**config.mk**
```make
export PLATFORM = sky130hd
export DESIGN_NAME = difficulty_check
export DESIGN_NICKNAME = d
export VERILOG_FILES = /design/src/rtl/difficulty_check.sv
export SDC_FILE = /design/constraint.sdc
export NUM_CORES = 1
export LEC_CHECK = 0
export BUFFER_PORTS_ARGS = -buffer_cell sky130_fd_sc_hd__buf_2
export CAP_MARGIN = 40
export CORE_MARGIN = 4
export CORE_UTILIZATION = 51
export CTS_CLUSTER_DIAMETER = 40
export DETAILED_ROUTE_END_ITERATION = 12
export MAX_ROUTING_LAYER = met4
export PLACE_DENSITY = 0.89
export SLEW_MARGIN = 10
export SYNTH_ARGS = -nofsm -noshare
export SYNTH_HDL_FRONTEND = slang
export SYNTH_SLANG_ARGS = --single-unit
export TNS_END_PERCENT = 20
```
**constraint.sdc**
```tcl
create_clock -name clk -period 2.15 [get_ports clk]
set_clock_uncertainty 0.15 [all_clocks]
set_input_delay 0.215 -clock clk [delete_from_list [all_inputs] [get_ports clk]]
set_output_delay 0.215 -clock clk [all_outputs]
set_load 0.01 [all_outputs]
```
**src/rtl/difficulty_check.sv**
```systemverilog
// Streams a hash MSW-first and checks that it has at least `difficulty`
// leading zero bits; reports the verdict with a one-cycle done pulse.
module difficulty_check #(
  parameter int HASH_WIDTH = 256,
  parameter int WORD_WIDTH = 16,
  parameter int DIFF_WIDTH = 9
) (
  input  logic                  clk,
  input  logic                  reset,
  input  logic                  start,
  input  logic [DIFF_WIDTH-1:0] difficulty,
  input  logic [WORD_WIDTH-1:0] hash_word,
  input  logic                  hash_valid,
  output logic                  hash_ready,
  output logic                  busy,
  output logic                  done,
  output logic                  success
);

  localparam int NUM_WORDS = HASH_WIDTH / WORD_WIDTH;
  localparam int IDX_W = (NUM_WORDS > 1) ? $clog2(NUM_WORDS) : 1;
  localparam logic [DIFF_WIDTH-1:0] MAX_D = DIFF_WIDTH'(HASH_WIDTH);
  localparam logic [IDX_W-1:0] LAST_IDX = IDX_W'(NUM_WORDS - 1);

  typedef enum logic [1:0] {
    IDLE  = 2'd0,
    CHECK = 2'd1,
    DONE  = 2'd2
  } state_t;

  state_t state, state_nx;

  logic [IDX_W-1:0]      idx;
  logic [DIFF_WIDTH-1:0] d;
  logic                  fail;
  logic                  accept;
  logic                  last;
  logic                  hit;
  logic [DIFF_WIDTH:0]   base;
  logic [WORD_WIDTH-1:0] mask;

  assign accept = hash_valid && (state == CHECK);
  assign last   = (idx == LAST_IDX);
  assign hit    = |(hash_word & mask);

  // Bit j of word idx sits at absolute position idx*W + (W-1-j) from the MSB.
  always_comb begin
    mask = '0;
    base = (DIFF_WIDTH+1)'(idx) * (DIFF_WIDTH+1)'(WORD_WIDTH);
    for (int j = 0; j < WORD_WIDTH; j++) begin
      if ((base + (DIFF_WIDTH+1)'(WORD_WIDTH - 1 - j)) < {1'b0, d})
        mask[j] = 1'b1;
    end
  end

  always_ff @(posedge clk or posedge reset) begin
    if (reset) state <= IDLE;
    else       state <= state_nx;
  end

  always_comb begin
    state_nx   = state;
    hash_ready = 1'b0;
    busy       = 1'b0;
    done       = 1'b0;
    unique case (state)
      IDLE: begin
        if (start) state_nx = CHECK;
      end
      CHECK: begin
        hash_ready = 1'b1;
        busy       = 1'b1;
        if (hash_valid && last) state_nx = DONE;
      end
      DONE: begin
        done     = 1'b1;
        state_nx = IDLE;
      end
      default: state_nx = IDLE;
    endcase
  end

  always_ff @(posedge clk or posedge reset) begin
    if (reset) begin
      idx     <= '0;
      d       <= '0;
      fail    <= 1'b0;
      success <= 1'b0;
    end else if (state == IDLE && start) begin
      idx     <= '0;
      d       <= (difficulty > MAX_D) ? MAX_D : difficulty;
      fail    <= 1'b0;
      success <= 1'b0;
    end else if (accept) begin
      idx  <= idx + 1'b1;
      fail <= fail | hit;
      // Verdict is registered so it is valid alongside done.
      if (last) success <= ~(fail | hit);
    end
  end

endmodule

```
# Yosys cells after proc, flatten, opt, wreduce, memory -nomap -nowiden
# Cells that the tools add are included.
# op_classes
magnitude_cmp	17
add_sub_neg	16
eq_ne	5
bitwise	3
reduce_logical	9
muxes	29
# ops
op	count
9-bit less-than comparator	15
8-bit by 4-bit adder with 9-bit output, second input constant	8
8-bit by 3-bit adder with 9-bit output, second input constant	4
1-bit 2-to-1 mux	23
8-bit by 2-bit adder with 9-bit output, second input constant	2
16-bit AND	1
16-bit OR reduction	1
8-bit by 1-bit adder with 9-bit output, second input constant	1
9-bit > comparator, second input constant	1
8-bit by 9-bit less-than comparator with 1-bit output	1
9-bit 2-to-1 mux	1
4-bit 2-to-1 mux	2
4-bit by 1-bit adder with 4-bit output, second input constant	1
4-bit == test, second input constant	1
2-bit 2-to-1 mux	2
2-bit case mux with 2 select lines	1
2-bit AND reduction	2
2-bit nonzero test	2
1-bit logical AND	3
2-bit by 1-bit == test with 1-bit output, second input constant	1
2-bit == test, second input constant	1
2-bit logical NOT	1
2-bit by 1-bit inequality test with 1-bit output, second input constant	1
2-bit inequality test, second input constant	1
2 further kinds	2
# totals
output_inout_bits	4
reg_bits	17

# Longest topological paths before layout
# Gate-level depths: netlist (run 1).
# logic_depth
word_depth	10
ltp_mapped	8
ltp_nobuf	8

# Worst setup path after synthesis (run 1)
# No wires, ideal clock.
# synth_path
path_type	flip-flop to flip-flop
startpoint	reg idx[2]
endpoint	reg fail
arrival_time_ps	1647
path_buffers	0
setup_ps	120
period_less_slack_ps	1918
setup_slack_ps	232
path_stages_with_launch	8
path_cell_list	dfrtp_1 ha_1 nand4b_4 nor2_1 a211oi_1 nor4_4 nand3_1 o211a_1
# synth_between
elab_chain_cells	8
elab_cells_between_ends	52
# synth_rtl
item	line	source
start, declared	33	logic [IDX_W-1:0] idx;
start signal, assigned	95	idx <= idx + 1'b1;
8-bit by 4-bit adder with 9-bit output (tied with other cells)	51	if ((base + (DIFF_WIDTH+1)'(WORD_WIDTH - 1 - j)) < {1'b0, d})
9-bit less-than comparator	51	
1-bit 2-to-1 mux	51	
16-bit AND *	44	assign hit = |(hash_word & mask);
16-bit OR reduction *	44	
1-bit bitwise OR *	96	fail <= fail | hit;
1-bit 2-to-1 mux *	94	end else if (accept) begin
1-bit 2-to-1 mux *	89	end else if (state == IDLE && start) begin
end signal, assigned	96	
end, declared	35	logic fail;
# Every way passes the cells marked *; elsewhere a longest branch is shown, timed or not. The select of a mux whose other input is x is not followed.
# A chain may end at the register's enable or synchronous reset.

# Worst setup path after layout (run 1)
# layout_path
startpoint	reg idx[1]
endpoint	reg fail
# Same word-level chain as after synthesis.

==> results of run 1 <==
==> layout make-up <==
| class | count | area [um2] | share of cell area [%] |
|---|---|---|---|
| clock buffers | 4 | 26.3 | 1.90 |
| inverters | 10 | 37.5 | 2.71 |
| multi-input cells | 94 | 683 | 49.3 |
| flip-flops and latches | 17 | 428 | 30.9 |
| well taps | 27 | 33.8 | 2.44 |
| repair buffers | 34 | 178 | 12.8 |
==> final timing paths <==
check                      depth (start not counted)  endpoint  slack [ps]
min in group asynchronous                          3      d[2]         390
max                                                7      fail          90
max reg2reg                                        7      fail          90
min reg2reg                                        1  state[1]         400
max in group asynchronous                          3    idx[3]        1010
min                                                3      d[5]          30
==> placed cells by master, fill, tap and decap left out, types with 2 or more instances in the layout <==
master / n
o21ai_0: 11
mux2i_1: 2
xor2_1: 2
buf_2: 32
a21oi_1: 7
dfrtp_1: 15
nand2_1: 13
nor3b_1: 2
clkbuf_4: 3
and2_1: 2
o22ai_1: 2
ha_1: 3
nand2b_1: 7
nand4_1: 2
nor2b_1: 2
ha_4: 3
o32ai_2: 2
dfrtp_2: 2
nand3b_1: 4
inv_1: 10
nor2_1: 8
a211oi_1: 2
a21o_1: 2
==> flip-flops by register name, indices dropped and copies added, names as in the netlist <==
signal	cells
success	1
d	9
fail	1
idx	4
state	2
==> routing by layer <==
layer  global-route usage, %  up-vias  part of all wire, %
met5                       -        -                    0
met3                    3.03        6                  4.9
met1                    23.2      496                   45
met2                    31.3       30                   49
li1                        -      517                    -
met4                    8.33        0                  1.4
==> kinds of logic after synthesis <==
group	synth area share, %
multiplexers	1.74
AND/OR/NAND/NOR	24.1
XOR/XNOR	2.28
flip-flops	36.9
adder cells (fa/ha/maj)	6.51
buffers and inverters	7.27
AO/OA/AOI/OAI	21.2
==> timing repair <==
action / 4_1_cts / 5_1_grt
setup endpoints to repair: 1 / 2
setup buffers: 0 / 0
endpoints found under the hold margin: 17 / 0
hold buffers: 1 / 0
gates resized for setup: 1 / 5
==> critical path, stage by stage, from the launching register on <==
cell	delay (ps)
dfrtp_1	450
ha_4	320
a21oi_1	80
o32ai_2	310
a211oi_1	120
nor4_4	250
nand3_1	130
o211a_1	150
==> power breakdown <==
group,switching [mW],leakage (nW),internal [mW]
sequential,0.155,0.211,0.450
clock,0.0929,0.0150,0.0720
combinational,0.562,0.413,0.474
==> impl_metrics.toml, run 1 <==
[routing]
postRouteAntennaNets = 0
routed_wl_um = 2750
routedWlPerCell_um = 14.8
drt_iter0_markers = 24
drt-vias-per-instance = 5.64
drc_errors = 0
dr.pass1.iters = 4
vias = 1049

[global_route]
grt_pass1_wl_um = 4720
antenna_found_initial = 0
overflow = 0
grt_max_degree = 18
first_global_vias = 1116
grtUsageTotal_pct = 19.1

[placed_design]
place_congestion = 0.861
place_inst = 181
placed_area_um2 = 1310
io_buffer_count = 32
place_ws_ps = 16.2
dp_hpwl_um = 2100

[final_layout]
fin_util_pct = 67.2
drive_gt1_share_pct = 28.9
nFillCells = 155
nets = 195
layout.cells.non_filler = 186
diodes = 0
area_delta_synth_final_pct = 20.3
design_area_um2 = 1390

[die]
die_w_um = 55.5
num_io_pins = 33
rows = 16
core_area_um2 = 2060
die_area_um2 = 3080
fp.dieH_um = 55.5
start_util_pct = 55.9

[sta]
setup_viol = 0
drv_slew = 0
min_period_ps = 2060
fin_tns_setup_ps = 0
slew-limit-headroom_pct = 57.7
tightest_slew_ps = 633
fmax_ghz = 0.486
final-hold-violation-count = 0
hold_ws_ps = 25.6
setup_ws_ps = 91.4
period_share_pct = 95.7

[setup_path]
crit_start = "idx[1]"
timing.rr.start = "idx[1]"
cp.required_ps = 2180
startpoint_type = "flip-flop"
cp_max_fo = 4
worstSetupPathType = "reg -> reg"
worst_ep_arrival_time_ps = 2090
cp-end-kind = "flip-flop"

[pwr]
ir_drop_v = 0.000829
leakage_nw = 0.640
finalPower_mw = 1.81
power_density_nw_per_um2 = 1300

[logic_synthesis]
synthFlopType = "dfrtp_1"
synth.avg_cell_area_um2 = 9.00
synth_warnings = 0
ys_ff_latch = 17
synth-edff-count = 0
synth_area_um2 = 1150
synth_area_leader_cell = "dfrtp_1"
synthCells = 128
synth.most_common_cell = "dfrtp_1"
ys_seq_area_share_pct = 36.9
yosysTopAreaCellShare_pct = 36.9
synth_common_cells = "dfrtp_1 (17), nand2_1 (13), o21ai_0 (11)"
synth_fp_nets = 163
ys_top_cells_by_area = "dfrtp_1 (37%), ha_1 (6.5%), o21ai_0 (4.8%)"
async_flop_share_pct = 100
ys_types = 40

[cts]
cts-root-buf = "clkbuf_4"
cts_made_buffers = 3
clock-sinks = 17
clkLatencyLatePin_ps = 280
clk_pin_slew_ps = 90
h-tree-depth = 1
cts_tree = "done"
cts_buffer_depth = 2

[worst_hold_path]
hold_path.startpoint = "difficulty[5]"
hold_path.class = "in -> reg"

[flow_run]
cap_viol_max_count = 0

[run_status]
outcome = "complete, no violations"
Note: power is estimated with default switching activity, not from simulation.
==> run 2: changes to the inputs <==
ABC_AREA = 1   (was not set)
CORE_UTILIZATION = 52   (was 51)
==> impl_metrics.toml, run 2 <==
[run_status]
outcome = "complete, no violations"

[logic_synthesis]
synth_warnings = 0
synth_fp_nets = 228
synth_area_um2 = 1250
synth-edff-count = 0
ys_seq_area_share_pct = 34.0
synth_common_cells = "nand2_1 (56), inv_1 (33), nor2_1 (22)"
synth_area_leader_cell = "dfrtp_1"
ys_ff_latch = 17
ys_top_cells_by_area = "dfrtp_1 (34%), nand2_1 (17%), inv_1 (9.9%)"
synthFlopType = "dfrtp_1"
async_flop_share_pct = 100
synth.most_common_cell = "nand2_1"
synth.avg_cell_area_um2 = 6.49
yosysTopAreaCellShare_pct = 34.0
ys_types = 21
synthCells = 193

[cts]
cts_made_buffers = 3
clock-sinks = 17
clkLatencyLatePin_ps = 290
cts-root-buf = "clkbuf_4"
clk_pin_slew_ps = 100
h-tree-depth = 1
cts_tree = "done"
cts_resized = 0
cts_buffer_depth = 2

[final_layout]
final_cell_mix = "nand2_1 (56), inv_1 (33), buf_2 (32)"
nFillCells = 227
nets = 269
layout_commonest_cell = "nand2_1"
largest_registers = "d x9, idx x4, state x2"
multiInputGateArea_um2 = 683
drive_gt1_share_pct = 20.6
area_delta_synth_final_pct = 20.5
diodes = 0
largest_register_ffs = 9
largest_register = "d"
regArea_um2 = 425
fin_util_pct = 66.9

[setup_path]
worst_ep_arrival_time_ps = 2000
worstSetupPathType = "reg -> reg"
cp_max_fo = 7
cp.required_ps = 2190
crit_family = "simple AND/OR/NAND/NOR gates"
path_cells = "ha_1 -> nand2_4 -> nor2_4 -> buf_4 -> nand3_2 -> nand2_1 -> nand2_1 -> a21oi_1 -> nand3_1 -> nor2_1 -> nor2_1"
slowest_delay_ps = 420
crit_start = "idx[3]"
path_buf_inv = 1
critPathSlowestCell = "dfrtp_1"
timing.rr.start = "idx[3]"
startpoint_type = "flip-flop"
cp-end-kind = "flip-flop"

[placed_design]
place_ws_ps = 170
place_congestion = 0.813
io_buffer_count = 32
dp_hpwl_um = 2360

[worst_hold_path]
hold_path.startpoint = "difficulty[3]"
hold_path.class = "in -> reg"

[routing]
routedWlPerCell_um = 11.5
routed_wl_um = 2990
dr.pass1.iters = 4
drt-vias-per-instance = 5.00
drt_iter0_markers = 43
drc_errors = 0
vias = 1306
postRouteAntennaNets = 0

[pwr]
swShare_pct = 49.5
leakage_nw = 0.834
power.switching_mw = 0.852
power_density_nw_per_um2 = 1140
pwr-share-comb_pct = 60.0
p_clk_share_pct = 10.0
pwr-share-seq_pct = 30.0
intPower_mw = 0.868
ir_drop_v = 0.000841

[die]
rows = 17
core_area_um2 = 2250
fp.dieH_um = 57.1
die_w_um = 57.1
start_util_pct = 55.5
die_area_um2 = 3260
num_io_pins = 33

[global_route]
overflow = 0
grtUsageTotal_pct = 20.7
first_global_vias = 1305
antenna_found_initial = 0
grt_max_degree = 18
grt_pass1_wl_um = 5220

[sta]
slew-limit-headroom_pct = 57.3
tightest_slew_ps = 639
min_period_ps = 1960
setup_viol = 0
period_share_pct = 91.3
fin_tns_setup_ps = 0
setup_ws_ps = 188
drv_slew = 0
fmax_ghz = 0.510
rsz0062_at_grt = "no"
final-hold-violation-count = 0

[flow_run]
cap_viol_max_count = 0
-- run 2: cell families (layout without fill, tap and decap cells) --
group                      after synthesis  count (layout)  synth area share (%)
adders and majority gates                6               6                  5.99
DFF                                     17              17                  34.0
and+or+nand+nor                        106             107                  36.9
AOI/OAI and AO/OA                       27              27                  11.2
buffers and inverters                   37              76                  12.0
-- run 2: timing repair --
item	in CTS	in global routing
hold buffers	2	0
hold endpoints to repair	18	0
buffers inserted	0	3
endpoints found under the setup margin	0	2
-- run 2: through the flow --
step / area (um2) / hold WS, ps / cells / total power, mW
2_1_floorplan: 1250 / -8.93 / 193 / 1.28
3_3_place_gp: 1430 / 181 / 251 / 1.45
3_5_place_dp: 1430 / 178 / 251 / 1.49
6_report: 1510 / 14.6 / 261 / 1.72
4_1_cts: 1480 / 12.2 / 257 / 1.66
5_1_grt: 1510 / 25.1 / 261 / 1.92
-- run 2: path summary, 6_finish.rpt --
path	cells past startpoint	slack, ps	end
setup reg to reg	11	190	fail
hold reg to reg	1	360	idx[3]
hold / removal	3	10	d[3]
min in group asynchronous	3	390	success
max in group asynchronous	3	1060	d[3]
setup / recovery	11	190	fail
-- run 2: worst register-to-register path: cells and delay by family (launching register included) --
family	cells	cell delay [ps]
compound gates	1	120
simple gates	8	680
buf+inv	1	150
flops	1	420
fa+ha+maj	1	340
-- run 2: power by group through the flow --
stage                     Combinational (mW)  Clock (mW)  Sequential [mW]
after CTS                              0.969       0.175            0.516
after detailed placement               0.964           0            0.523
final                                   1.03       0.173            0.516
after global placement                 0.933           0            0.515
after global routing                    1.20       0.190            0.530
after floorplan                        0.780           0            0.501
-- run 2: final cells by class --
| class | instances | share of cell area, % |
|---|---|---|
| clock buffers | 3 | 1.49 |
| clock inverters | 1 | 0.332 |
| inverters | 34 | 8.46 |
| multi-input cells | 140 | 45.3 |
| flip-flops and latches | 17 | 28.2 |
| well taps | 28 | 2.32 |
| repair buffers | 38 | 13.9 |
-- run 2: routing by layer --
metal  vias to the layer above  share of wire [%]  wire length, um  track usage (%)
li1                        689                  -                -                -
met1                       577                 45             1350             24.0
met2                        34                 48             1430             34.7
met3                         6                5.5              163             3.17
met4                         0                1.5               44             9.93
met5                         -                  0                0                -
==> run 3: changes to the inputs <==
CORE_ASPECT_RATIO = 1.75   (was not set)
==> impl_metrics.toml, run 3 (synthesis results as in run 2) <==
[die]
die_area_um2 = 3290
rows = 23
fp.dieH_um = 72.9
die_w_um = 45.1
num_io_pins = 33
start_util_pct = 54.4
core_area_um2 = 2300

[routing]
postRouteAntennaNets = 0
routedWlPerCell_um = 11.9
drt_iter0_markers = 29
dr.pass1.iters = 4
vias = 1311
drt-vias-per-instance = 5.16
drc_errors = 0
routed_wl_um = 3040

[final_layout]
largest_registers = "d x9, idx x4, state x2"
design_area_um2 = 1500
final_cell_mix = "nand2_1 (56), inv_1 (33), buf_2 (32)"
largest_register_ffs = 9
nets = 265
nFillCells = 219
area_delta_synth_final_pct = 20.1
layout_commonest_cell = "nand2_1"
diodes = 0
largest_register = "d"
drive_gt1_share_pct = 19.2

[placed_design]
placed_area_um2 = 1430
dp_hpwl_um = 2400
place_congestion = 0.887
io_buffer_count = 32

[sta]
slew-limit-headroom_pct = 55.9
period_share_pct = 89.5
tightest_slew_ps = 661
fin_tns_setup_ps = 0
final-hold-violation-count = 0
rsz0062_at_grt = "no"
drv_slew = 0
setup_viol = 0
hold_ws_ps = 38.6
min_period_ps = 1920
fmax_ghz = 0.520

[global_route]
grt_pass1_wl_um = 5150
overflow = 0
antenna_found_initial = 0
grt_max_degree = 18
grtUsageTotal_pct = 21.2
first_global_vias = 1283

[cts]
clock-sinks = 17
h-tree-depth = 1
cts_tree = "done"
cts_buffer_depth = 2
clk_pin_slew_ps = 60
cts_made_buffers = 3
cts_resized = 0
cts-root-buf = "clkbuf_8"
clkLatencyLatePin_ps = 250

[worst_hold_path]
hold_path.class = "in -> reg"

[setup_path]
crit_family = "simple AND/OR/NAND/NOR gates"
worstSetupPathType = "reg -> reg"
slowest_delay_ps = 410
path_cells = "ha_1 -> nand2_4 -> nor2_4 -> buf_12 -> nand3_1 -> nand2_1 -> nand2_1 -> nand2_1 -> nand2_1 -> inv_1 -> nand3_1 -> nor2_1 -> nor2_1"
startpoint_type = "flip-flop"
cp.required_ps = 2140
cp_max_fo = 15
cp-end-kind = "flip-flop"
worst_ep_arrival_time_ps = 1920
cpMostUsedCell = "nand2_1"
critPathSlowestCell = "dfrtp_1"
path_buf_inv = 2

[pwr]
ir_drop_v = 0.000644
leakage_nw = 0.826
power_density_nw_per_um2 = 1180

[flow_run]
cap_viol_max_count = 0

[run_status]
outcome = "complete, no violations"
==> run 3: layout make-up <==
cell class / instances / area [um2] / area share, %
Multi-Input combinational cell: 139 / 677 / 45.0
Clock buffer: 4 / 45.0 / 3.00
Tap cell: 25 / 31.3 / 2.08
Sequential cell: 17 / 425 / 28.3
Inverter: 34 / 128 / 8.49
Timing Repair Buffer: 35 / 198 / 13.1
==> run 3: worst reg2reg max path: cells and delay by family, from the launching register on <==
kind / cells / cell delay (ps)
simple gates: 10 / 700
flops: 1 / 410
fa+ha+maj: 1 / 360
buf+inv: 2 / 190
==> run 3: path summary, 6_finish.rpt <==
path	startpoint	end	slack, ps	depth (start not counted)
worst max-delay path	idx[3]	fail	230	13
worst min-delay path	difficulty[3]	d[3]	40	3
worst max register to register	idx[3]	fail	230	13
worst min register to register	idx[3]	idx[3]	360	1
max in group asynchronous	reset	d[2]	970	3
min in group asynchronous	reset	success	450	3
==> run 3: timing repair <==
item,4_1_cts,5_1_grt
endpoints found under the setup margin,0,2
endpoints found under the hold margin,17,0
setup buffers,0,1
hold buffers,1,0
==> run 3: stage by stage <==
stage / total power [mW] / std cells / setup WS (ps) / utilization, %
4_1_cts: 1.73 / 253 / 167 / 64.5
2_1_floorplan: 1.28 / 193 / 377 / -
6_report: 1.77 / 254 / 226 / 65.3
5_1_grt: 1.97 / 254 / 12.4 / 65.3
3_3_place_gp: 1.46 / 248 / 175 / 62.1
3_5_place_dp: 1.49 / 248 / 177 / 62.1
==> run 3: report_power, final <==
part / switching (mW) / internal, mW
Clock: 0.108 / 0.132
Combinational: 0.657 / 0.360
Sequential: 0.0799 / 0.438
==> run 3: layer usage <==
layer	GRT usage, %	wire (um)	vias up
met3	0.741	100	17
met4	13.7	162	0
li1	-	-	678
met2	36.9	1640	38
met1	22.2	1130	578
met5	-	0	-
